### src/rtl/inertial_integrator_cal.sv
// inertial_integrator_cal
//   Complementary-filter pitch estimator. The gyro rate, with its offset
//   removed, is integrated into a saturating fixed-point accumulator. Each
//   integrated sample is also pulled one fusion step toward the pitch derived
//   from the accelerometer. A calibration mode averages 2**CAL_LOG2 raw gyro
//   samples to find a new gyro offset. When calibration finishes, the pitch is
//   re-seeded from the accelerometer.
// Ports
//   clk, rst_n      clock, async active-low reset
//   vld             new sample on ptch_rt / AZ
//   ptch_rt         signed gyro pitch rate
//   AZ              Z accelerometer reading
//   cal_req         pulse: start offset calibration
//   ptch            signed fused pitch (integer part of the integrator)
//   ptch_vld        strobe: ptch updated on the previous edge
//   cal_busy        calibration in progress
//   cal_done        strobe: new offset loaded on the previous edge
//   ptch_rt_offset  current gyro offset
module inertial_integrator_cal #(
  parameter int                DATA_W             = 16,
  parameter int                FRAC_W             = 11,
  parameter logic [DATA_W-1:0] AZ_OFFSET          = 16'hFE80,
  parameter logic [DATA_W-1:0] PTCH_RT_OFFSET_RST = 16'h03C2,
  parameter int                ACC_GAIN           = 327,
  parameter int                ACC_SHIFT          = 13,
  parameter int                FUSION_STEP        = 1024,
  parameter int                CAL_LOG2           = 8
) (
  input  logic              clk,
  input  logic              rst_n,
  input  logic              vld,
  input  logic [DATA_W-1:0] ptch_rt,
  input  logic [DATA_W-1:0] AZ,
  input  logic              cal_req,
  output logic [DATA_W-1:0] ptch,
  output logic              ptch_vld,
  output logic              cal_busy,
  output logic              cal_done,
  output logic [DATA_W-1:0] ptch_rt_offset
);

  localparam int INT_W = DATA_W + FRAC_W;
  localparam int ACC_W = DATA_W + CAL_LOG2;
  localparam int PRD_W = 2*DATA_W + 1;

  localparam logic signed [DATA_W:0]  GAIN_S  = (DATA_W+1)'(ACC_GAIN);
  localparam logic signed [INT_W-1:0] FUS_P   = INT_W'(FUSION_STEP);
  localparam logic signed [INT_W-1:0] FUS_N   = -FUS_P;
  localparam logic signed [INT_W-1:0] INT_MAX = {1'b0, {(INT_W-1){1'b1}}};
  localparam logic signed [INT_W-1:0] INT_MIN = {1'b1, {(INT_W-1){1'b0}}};

  typedef enum logic {RUN, CAL} state_t;

  state_t                    state;
  logic signed [INT_W-1:0]   ptch_int;
  logic signed [INT_W-1:0]   fusion;
  logic        [CAL_LOG2:0]  cal_cnt;
  logic signed [ACC_W-1:0]   cal_acc;

  // Accelerometer pitch. az_c is taken mod 2**DATA_W. Both product operands
  // are widened to the full product width so the multiply cannot overflow.
  logic signed [DATA_W-1:0] az_c;
  logic signed [PRD_W-1:0]  az_prod;
  logic signed [PRD_W-1:0]  az_shf;
  logic signed [DATA_W-1:0] ptch_acc;
  logic signed [DATA_W-1:0] ptch_s;

  assign az_c     = AZ - AZ_OFFSET;
  assign az_prod  = $signed({{(DATA_W+1){az_c[DATA_W-1]}}, az_c}) *
                    $signed({{DATA_W{GAIN_S[DATA_W]}}, GAIN_S});
  assign az_shf   = az_prod >>> ACC_SHIFT;
  assign ptch_acc = az_shf[DATA_W-1:0];
  assign ptch_s   = ptch_int[INT_W-1:FRAC_W];
  assign ptch     = ptch_s;

  // The offset-corrected rate gets one extra bit so a full-scale rate minus
  // any offset cannot wrap.
  logic signed [DATA_W:0] rt_c;
  assign rt_c = {ptch_rt[DATA_W-1], ptch_rt} -
                {ptch_rt_offset[DATA_W-1], ptch_rt_offset};

  // The integrator sum uses two guard bits. If the top three bits disagree,
  // the result has left the INT_W range and is clamped.
  logic signed [INT_W+1:0] sum;
  logic signed [INT_W-1:0] sum_sat;
  assign sum = {{2{ptch_int[INT_W-1]}}, ptch_int}
             - {{(INT_W+1-DATA_W){rt_c[DATA_W]}}, rt_c}
             + {{2{fusion[INT_W-1]}}, fusion};

  always_comb begin
    sum_sat = sum[INT_W-1:0];
    if (sum[INT_W+1:INT_W-1] != 3'b000 && sum[INT_W+1:INT_W-1] != 3'b111)
      sum_sat = sum[INT_W+1] ? INT_MIN : INT_MAX;
  end

  // Calibration accumulator. cnt_next reaching 2**CAL_LOG2 sets its MSB.
  // acc >>> CAL_LOG2 is simply the upper DATA_W bits of the accumulator,
  // which rounds toward -inf.
  logic signed [ACC_W-1:0] acc_next;
  logic        [CAL_LOG2:0] cnt_next;
  assign acc_next = cal_acc + {{CAL_LOG2{ptch_rt[DATA_W-1]}}, ptch_rt};
  assign cnt_next = cal_cnt + (CAL_LOG2+1)'(1);

  always_ff @(posedge clk or negedge rst_n) begin
    if (!rst_n) begin
      state          <= RUN;
      ptch_int       <= '0;
      fusion         <= '0;
      ptch_rt_offset <= PTCH_RT_OFFSET_RST;
      ptch_vld       <= 1'b0;
      cal_busy       <= 1'b0;
      cal_done       <= 1'b0;
      cal_cnt        <= '0;
      cal_acc        <= '0;
    end else begin
      // The correction direction is tracked every clock, even while calibrating.
      fusion   <= (ptch_acc > ptch_s) ? FUS_P : FUS_N;
      ptch_vld <= 1'b0;
      cal_done <= 1'b0;
      case (state)
        RUN: begin
          if (vld) begin
            ptch_int <= sum_sat;
            ptch_vld <= 1'b1;
          end
          if (cal_req) begin
            state    <= CAL;
            cal_busy <= 1'b1;
            cal_cnt  <= '0;
            cal_acc  <= '0;
          end
        end
        CAL: begin
          if (vld) begin
            cal_acc <= acc_next;
            cal_cnt <= cnt_next;
            if (cnt_next[CAL_LOG2]) begin
              ptch_rt_offset <= acc_next[ACC_W-1:CAL_LOG2];
              ptch_int       <= {ptch_acc, {FRAC_W{1'b0}}};
              state          <= RUN;
              cal_busy       <= 1'b0;
              cal_done       <= 1'b1;
            end
          end
        end
      endcase
    end
  end

endmodule

### config.mk
export PLATFORM = sky130hd
export DESIGN_NAME = inertial_integrator_cal
export DESIGN_NICKNAME = d
export VERILOG_FILES = /design/src/rtl/inertial_integrator_cal.sv
export SDC_FILE = /design/constraint.sdc
export NUM_CORES = 1
export LEC_CHECK = 0
export BUFFER_PORTS_ARGS = -buffer_cell sky130_fd_sc_hd__buf_2
export CORE_MARGIN = 2
export CORE_UTILIZATION = 63
export DETAILED_ROUTE_END_ITERATION = 10
export PLACE_DENSITY = 0.86
export SYNTH_ARGS = -nofsm -noshare
export SYNTH_HDL_FRONTEND = slang
export SYNTH_SLANG_ARGS = --single-unit
export TNS_END_PERCENT = 100
### constraint.sdc
create_clock -name clk -period 5.6 [get_ports clk]
set_clock_uncertainty 0.1 [all_clocks]
set_input_delay 0.56 -clock clk [delete_from_list [all_inputs] [get_ports clk]]
set_output_delay 0.56 -clock clk [all_outputs]
set_load 0.005 [all_outputs]
* Word level (Yosys, flattened, before mapping)
Index checks and enable logic that the tools add are counted.
** Operators by class
- Eq/ne operators :: 5
- Div/mod/pow operators :: 0
- Add/subtract/negate cells :: 6
- Multipliers :: 1
- Shift operators :: 0
- Bitwise operators :: 1
- Reduce and logical (&&, ||, !) cells :: 6
- Magnitude comparators :: 1
- Muxes and demuxes :: 26
** Operators with widths (count)
- two-way mux 27 bit :: 6
- case mux 27 bit (2 select lines) :: 1
- two-way mux 24 bit :: 2
- case mux 24 bit (2 select lines) :: 1
- adder 28 x 27 -> 29 bit :: 1
- subtractor 27 x 17 -> 28 bit :: 1
- multiplier 16 x 10 -> 26 bit (second input constant) :: 1
- adder 24 bit :: 1
- two-way mux 9 bit :: 2
- case mux 9 bit (2 select lines) :: 1
- subtractor 16 x 16 -> 17 bit :: 1
- > comparator 13 x 16 -> 1 bit :: 1
- subtractor 16 bit (second input constant) :: 1
- two-way mux 1 bit :: 11
- adder 9 x 1 -> 9 bit (second input constant) :: 1
- AND reduction 3 bit :: 3
- inequality test 2 bit (second input constant) :: 3
- case mux 1 bit (2 select lines) :: 2
- inequality test 3 bit (second input constant) :: 1
- nonzero test 3 bit :: 1
- inequality test 2 x 1 -> 1 bit (second input constant) :: 1
- AND reduction 2 bit :: 1
- logical AND 1 bit :: 1
- inverter 1 bit :: 1
** Word-level totals
- Flip-flop bits (word level) :: 107
- RAM bits :: 0
- Memories kept :: 0
- ROM bits :: 0
- Word-level logic and storage cells :: 55
- Latch bits :: 0

* Depth between registers and ports, before layout
Gate-level depths: netlist of the first run.
- Depth in word-level cells :: 8
- Mapped depth :: 29
- Gate-level depth less buffers :: 29

* Worst setup path before layout of the first run
OpenSTA, ideal clock, no wires.
- Path type :: input to register
- Start point :: input port AZ[7]
- End point :: register fusion[25]
- Path slack :: -2.320 ns
- Library setup time :: 0.069 ns
- Buffers on the path :: 0
- Arrival time :: 7.751 ns
- Cell stages on the path :: 27
- Path through :: inv_1 ha_1 nand3b_1 or3_1 xor2_1 inv_1 ha_1 ha_1 fa_1 fa_1 inv_1 fa_1 inv_1 ha_1 o21a_1 o21ai_0 nor2_1 a32o_1 o41ai_1 and2_1 ha_1 nor2b_1 o21ai_0 nand2b_1 a2111oi_0 o31ai_1 nand3_1
** Between the ends
- Longest elaborated chain between the ends :: 4
** RTL lines
- start: declaration :: RTL line 33 : input logic [DATA_W-1:0] AZ,
- subtractor 16 bit :: RTL line 68 : assign az_c = AZ - AZ_OFFSET;
- multiplier 16 x 10 -> 26 bit :: RTL line 69 : assign az_prod = $signed({{(DATA_W+1){az_c[DATA_W-1]}}, az_c}) *
- > comparator 13 x 16 -> 1 bit :: RTL line 117 : fusion <= (ptch_acc > ptch_s) ? FUS_P : FUS_N;
- two-way mux 27 bit :: RTL line 117
- end signal: assignment :: RTL line 117
- end: declaration :: RTL line 56 : logic signed [INT_W-1:0] fusion;
Every way passes these cells.
A chain may end at the register's enable or synchronous reset.

* Worst setup path after layout of the first run
Ends and elaborated chain as after synthesis.

==> qor.yml, run 1 <==
maxCapViolations: 0
busiest_layer: "met2"
critPathCaptureType: "flip-flop"
cts.sinks: 82
coreArea_mm2: 0.0164
antenna_found_initial: 0
critPathLaunchType: "input pin"
path_max_fanout: 5
root_buffer: "clkbuf_16"
synthFlopType: "dfrtp_1"
max_freq_mhz: 153
area_growth_pct: 22.4
gr-total-overflow: 0
grt.met3_usage_pct: 6.59
synth_top_area_cell: "ha_1"
rsz0062_at_grt: "yes"
syn_nets: 1445
grt_use_met1_pct: 38.4
status: "finished, violations left"
grt_pass1_wl_mm: 48.5
timing.final.ws_setup_ps: -950
path_common_cell: "buf_4"
htree_levels: 3
wl_mm: 30.3
ctsHoldBuffers: 0
yosys_warnings: 0
ys_seq_area_share_pct: 19.7
tritoncts: "built"
cts_buffer_depth: 2
critPathMaxStageDelay_ps: 550
synth-seq-cells: 82
slowest_stage: "fa_2"
placed_cells: 1511
final_nets: 1618
cp.required_ps: 5800
synth_top_area_share_pct: 18.7
crit_buf_inv: 9
grt_pass1_vias: 10000
met2_usage_pct: 61.1
place_hpwl_mm: 20.9
drcViolationCount: 0
slew_viol_final: 0
cp_top_family: "adder cells"
grt_usage_pct: 34.5
start_util_pct: 63.6
via_per_inst: 6.12
die_y_um: 133
final_cell_count_no_fill: 1564
synth_commonest_cells: "inv_1 (199), ha_1 (156), fa_1 (87)"
ant_nets: 0
synth_most_common_cell: "inv_1"
hold_violations: 0
synth_edf_count: 0
holdCritPathClass: "input pin to asynchronous set/reset pin"
synthCells: 1166
worstSetupPathType: "input pin to flip-flop"
ys_top_cells_by_area: "ha_1 (19%), dfrtp_1 (18%), fa_1 (17%)"
min_period_ps: 6550
ioPinCount: 71
portBuffers: 70
yosysUniqueCellTypes: 79
fin_hold_ws_ps: 280
die_w_um: 133
antenna_cells: 0
post_drt_wl_per_cell_um: 19.4
path_clk_slew_ps: 70
violations: "negative setup slack"
slew_headroom_pct: 28.3
min_period_over_period_pct: 117
arrival_ps: 6750
first_pass_iters: 5
netlist_area_mm2: 0.0104
worst_slew_pin_slew_ps: 1080
synthArstFlopShare_pct: 100
setup_viol_count_final: 10
fp-row-count: 47
postLayoutCoreUtil_pct: 77.9
die_area_mm2: 0.0176
drt-initial-drc-count: 852
syn_avg_cell_area_um2: 8.95
drive_gt1_share_pct: 23.9
insertion_delay_ps: 360
grt_max_degree: 83
gp_congestion: 0.898
vias: 9568
numCtsBuffers: 9
## per-layer routing
metal	part of all wire [%]	vias to the layer above
met5	0	-
met4	6.5	0
met3	6.5	164
met2	51	472
met1	36	4621
li1	-	4311
## cells in the final DEF (no fill, tap or decap), drive strengths merged, types with 9 or more instances in the layout
cell	Yosys	routed
xnor2	34	34
nor2b	9	9
and3	9	9
xor2	31	31
nor3	21	21
o21a	13	13
dfrtp	77	77
and2	11	11
or3	11	11
o21ai	62	62
fa	87	87
nand3	20	20
a21o	19	19
a21oi	65	65
inv	200	201
nand2	71	71
buf	22	201
o22ai	20	20
nor2	58	58
nand2b	14	14
nand4	16	16
ha	156	156
clkbuf	17	10
a22o	17	17
## per-stage QoR
stage	setup TNS (ps)	area (µm²)	setup WS (ps)
6_report	-4160	12800	-950
2_1_floorplan	-6970	10600	-1340
4_1_cts	-2010	12500	-566
5_1_grt	-5700	12800	-1110
3_5_place_dp	-8250	11700	-1240
3_3_place_gp	-5760	11700	-1030
## path summary, 6_finish.rpt
| path | endpoint | slack (ps) | from | cells after the start |
|---|---|---|---|---|
| worst min register to register | cal_acc[20] | 390 | cal_acc[20] | 2 |
| min in group clk | state | 370 | cal_req | 3 |
| worst max-delay path | fusion[25] | -950 | AZ[7] | 28 |
| worst max register to register | ptch_int[11] | 570 | ptch_rt_offset[15] | 15 |
| worst min-delay path | ptch_int[26] | 280 | rst_n | 1 |
| max in group asynchronous | ptch_int[15] | 4410 | rst_n | 1 |
## sequential cells by signal (all words and copies together) (netlist names)
| register | cells |
|---|---|
| ptch_rt_offset | 16 |
| cal_cnt | 9 |
| state | 1 |
| ptch_int | 27 |
| cal_acc | 24 |
| cal_busy | 1 |
| ptch_vld | 1 |
| fusion | 2 |
| cal_done | 1 |
## timing repair
| item | CTS | global route |
|---|---|---|
| setup buffers | 33 | 7 |
| gates resized for setup | 57 | 36 |
| pin swaps | 55 | 22 |
| setup endpoints to repair | 9 | 13 |
## cell type report
cell class,count,area (µm²)
clock inverter,6,73.8
multi-input combinational,845,7930
timing repair buffer,201,1430
clock buffer,10,239
tap,220,275
inverter,200,774
fill,969,3630
sequential,82,2060
## logic make-up after synthesis
group	synth area share, %
mux	0.731
buf+inv	9.43
xor+xnor	5.45
compound gates	16.8
fa+ha+maj	35.4
flops	19.7
other cells	0.0359
simple gates	12.4
## worst register-to-register path, stage by stage (launching register included)
cell,delay [ps]
dfrtp_1,410
inv_1,180
buf_4,270
fa_1,460
inv_1,100
fa_1,460
ha_1,440
a21o_1,200
a21oi_1,130
o21ai_0,150
a31oi_1,320
nand3_1,130
a22o_1,240
o31a_2,380
nor3_2,690
a222oi_1,190
Power of run 1 is left out: the tool's default activity adds up to more than one toggle a clock period on the data nets, which glitch-free logic cannot reach.
==> run 2, diff against run 1 <==
- BUFFER_PORTS_ARGS: -buffer_cell sky130_fd_sc_hd__buf_2 -> -buffer_cell sky130_fd_sc_hd__clkbuf_2
- CORE_UTILIZATION: 63 -> 67
- PLACE_DENSITY: 0.86 -> 0.9
- clock period: 5.6 -> 8.15 ns (I/O delays scaled with it)
==> run 2 against run 1 <==
- the flow now finishes without violations
- core utilization shrank 4.6 points
- critical path depth unchanged
- count of clock-buffer cells in the layout decreased by 1
==> qor.yml, run 2 (synthesis results as in run 1) <==
status: "finished, final reports clean"
ctsHoldBuffers: 0
cp_top_family: "adder cells"
arrival_ps: 7600
slowest_stage: "a2111oi_1"
portBuffers: 70
critPathLaunchType: "input pin"
gp_congestion: 0.991
mostFrequentLayoutCells: "inv_1 (199), ha_1 (156), fa_1 (87), dfrtp_1 (77), nand2_1 (70)"
antenna_cells: 0
insertion_delay_ps: 360
critPathMaxStageDelay_ps: 630
path_common_cell: "ha_1"
crit_buf_inv: 5
slew_headroom_pct: 28.8
numCtsBuffers: 9
path_max_fanout: 6
ioPinCount: 71
via_per_inst: 6.13
critPathCaptureType: "flip-flop"
antenna_found_initial: 0
worstSetupPathType: "input pin to flip-flop"
die_y_um: 129
start_util_pct: 68.7
fin_setup_tns_ps: 0
seq_area_mm2: 0.00206
die_area_mm2: 0.0166
largest_register: "ptch_int"
ant_nets: 0
drcViolationCount: 0
area_growth_pct: 6.75
die_w_um: 129
post_drt_wl_per_cell_um: 17.5
final_nets: 1493
maxCapViolations: 0
hold_violations: 0
min_period_over_period_pct: 90.8
rsz0062_at_grt: "no"
root_buffer: "clkbuf_16"
wl_mm: 24.6
cp.required_ps: 8350
tritoncts: "built"
layout_commonest_cell: "inv_1"
place_hpwl_mm: 19.7
largest_reg_flops: 27
cts-resized-gates: 0
setup_viol_count_final: 0
top_regs: "ptch_int: 27 flops, cal_acc: 24 flops, ptch_rt_offset: 16 flops"
htree_levels: 3
coreArea_mm2: 0.0152
fp-row-count: 45
drt-initial-drc-count: 536
fill_cells: 1104
vias: 8631
cts_setup_buffers: 0
slew_viol_final: 0
drive_gt1_share_pct: 10.3
grt_usage_pct: 31.0
grt_max_degree: 83
holdCritPathClass: "flip-flop to flip-flop"
max_freq_mhz: 135
gr-total-overflow: 0
first_pass_iters: 8
cts.sinks: 82
cts_buffer_depth: 2
grt_pass1_vias: 8860
min_period_ps: 7400
grt_pass1_wl_mm: 40.9
path_clk_slew_ps: 70
worst_slew_pin_slew_ps: 1070
multi_input_area_mm2: 0.00741
==> run 2: cell types whose count changed in the layout (fill, tap and decap cells not counted), sizes merged <==
cell | before | now
bufinv | 1 | 0
inv | 201 | 203
buf | 201 | 7
clkinv | 1 | 3
clkinvlp | 3 | 1
clkbuf | 10 | 78
==> run 2: layout make-up <==
cell class	count	area share, %
repair buffers	76	3.57
clock inverters	7	0.651
flip-flops and latches	82	18.5
clock buffers	9	2.02
multi-input cells	845	66.4
inverters	200	6.74
well taps	188	2.11
==> run 2: routing by layer <==
metal	vias up	share of wire, %	global-route usage (%)
met3	86	6.3	4.57
met1	4138	41	37.9
met4	0	4.4	16.6
li1	4076	-	-
met2	331	49	53.1
met5	-	0	0
==> run 2: final timing paths <==
kind	startpoint	endpoint	slack (ps)	depth (start not counted)
max	AZ[7]	fusion[25]	750	28
min	cal_acc[3]	cal_acc[3]	390	2
max in group asynchronous	rst_n	cal_cnt[8]	6710	1
min reg2reg	cal_acc[3]	cal_acc[3]	390	2
min in group asynchronous	rst_n	cal_acc[1]	540	1
max reg2reg	ptch_rt_offset[15]	ptch_int[16]	2900	14
==> run 2: worst reg2reg max path: stages (launching register included) <==
cell	delay, ps
dfrtp_1	420
inv_1	510
fa_1	530
inv_1	90
fa_1	420
ha_1	430
and2_4	220
a221oi_2	210
o21ai_0	170
a31oi_1	330
nand3_1	120
a22o_1	220
o31a_2	450
nor3_2	660
a21oi_1	210
==> run 2: stage by stage <==
stage	worst slack (ps)	instance area (µm²)	util [%]	instances	hold WS, ps
floorplan	398	10400	-	1166	354
global placement	695	10800	71.4	1391	366
detailed placement	478	10800	71.4	1391	383
CTS	835	11100	73.3	1407	399
global route	279	11100	73.3	1407	421
finish	747	11100	73.3	1407	394
Power of run 2 is left out for the same reason.
==> run 3, diff against run 2 <==
- BUFFER_PORTS_ARGS: -buffer_cell sky130_fd_sc_hd__clkbuf_2 -> -buffer_cell sky130_fd_sc_hd__buf_4
==> run 3 against run 2 <==
- critical path depth stayed put
- die area stayed put
- hold slack worse by 2.2 ps
- routed wire length is 0.29% higher
- via count is 0.12% lower
- fmax is 2.3% higher
- critical endpoint unchanged
==> qor.yml, run 3 (synthesis results as in run 1) <==
drcViolationCount: 0
root_buffer: "clkbuf_16"
final_cell_count_no_fill: 1407
path_max_fanout: 6
ant_nets: 0
worst_slew_pin_slew_ps: 1060
first_pass_iters: 7
setup_viol_count_final: 0
cp.required_ps: 8360
path_common_cell: "ha_1"
holdCritPathClass: "flip-flop to flip-flop"
rsz0062_at_grt: "no"
critPathMaxStageDelay_ps: 540
post_drt_wl_per_cell_um: 17.5
insertion_delay_ps: 370
fill_cells: 1085
maxCapViolations: 0
drt-initial-drc-count: 523
min_period_ps: 7240
grt_pass1_wl_mm: 41.2
via_per_inst: 6.13
slew_viol_final: 0
max_freq_mhz: 138
slew_headroom_pct: 29.2
cts-resized-gates: 0
grt_max_degree: 83
cts_setup_buffers: 0
numCtsBuffers: 9
arrival_ps: 7450
critPathCaptureType: "flip-flop"
critPathLaunchType: "input pin"
mostFrequentLayoutCells: "inv_1 (199), ha_1 (156), fa_1 (87), dfrtp_1 (77), buf_4 (76)"
path_clk_slew_ps: 70
min_period_over_period_pct: 88.8
antenna_cells: 0
fin_setup_tns_ps: 0
area_growth_pct: 8.51
layout_commonest_cell: "inv_1"
final_nets: 1493
grt_pass1_vias: 8628
largest_register: "ptch_int"
vias: 8621
grt_usage_pct: 31.4
ctsHoldBuffers: 0
htree_levels: 3
tritoncts: "built"
slowest_stage: "fa_1"
gp_congestion: 0.986
fp-row-count: 45
drive_gt1_share_pct: 10.3
ioPinCount: 71
die_w_um: 129
top_regs: "ptch_int: 27 flops, cal_acc: 24 flops, ptch_rt_offset: 16 flops"
status: "finished, final reports clean"
cts_buffer_depth: 2
gr-total-overflow: 0
worstSetupPathType: "input pin to flip-flop"
wl_mm: 24.7
start_util_pct: 68.7
die_area_mm2: 0.0166
placed_cells: 1391
place_hpwl_mm: 19.4
die_y_um: 129
portBuffers: 70
antenna_found_initial: 0
hold_violations: 0
largest_reg_flops: 27
coreArea_mm2: 0.0152
cts.sinks: 82
run 3: changes by cell type in the layout (fill, tap and decap cells not counted), sizes merged:
| cell | before | now |
|---|---|---|
| buf | 7 | 76 |
| bufinv | 0 | 1 |
| clkbuf | 78 | 9 |
| clkinv | 3 | 2 |
run 3: layout make-up:
type,instances,area (µm²),area share [%]
flip-flops and latches,82,2060,18.2
clock inverters,7,83.8,0.740
multi-input cells,845,7410,65.4
well taps,188,235,2.08
clock buffers,9,225,1.99
repair buffers,76,571,5.04
inverters,200,751,6.63
run 3: per-layer routing:
| layer | share of wire [%] | up-vias | track usage [%] |
|---|---|---|---|
| li1 | - | 4065 | - |
| met2 | 49 | 331 | 53.9 |
| met4 | 4.2 | 0 | 14.8 |
| met1 | 41 | 4157 | 39.6 |
| met3 | 5.4 | 68 | 4.07 |
| met5 | 0 | - | 0 |
run 3: worst max-delay path: cells and delay by family:
family                     cells  cell delay, ps
adders and majority gates      8            2990
AOI/OAI and AO/OA              7            1710
and+or+nand+nor                7            1330
buffers and inverters          5             420
xor gates and xnor gates       1             160
run 3: per-stage QoR:
step | area (µm²) | utilization [%] | hold WS [ps] | setup WS (ps)
4_1_cts | 11300 | 74.5 | 394 | 955
6_report | 11300 | 74.5 | 392 | 914
5_1_grt | 11300 | 74.5 | 422 | 406
2_1_floorplan | 10400 | - | 354 | 398
3_3_place_gp | 11000 | 72.5 | 368 | 797
3_5_place_dp | 11000 | 72.5 | 379 | 596
run 3: path summary, 6_finish.rpt:
path,start,end,slack (ps),cells past startpoint
max in group asynchronous,rst_n,ptch_rt_offset[13],6730,1
min in group asynchronous,rst_n,ptch_int[2],540,1
worst min register to register,cal_acc[7],cal_acc[7],390,2
worst max-delay path,AZ[7],fusion[25],910,28
worst min-delay path,cal_acc[7],cal_acc[7],390,2
worst max register to register,ptch_rt_offset[15],ptch_int[11],2970,14
Power of run 3 is left out for the same reason.
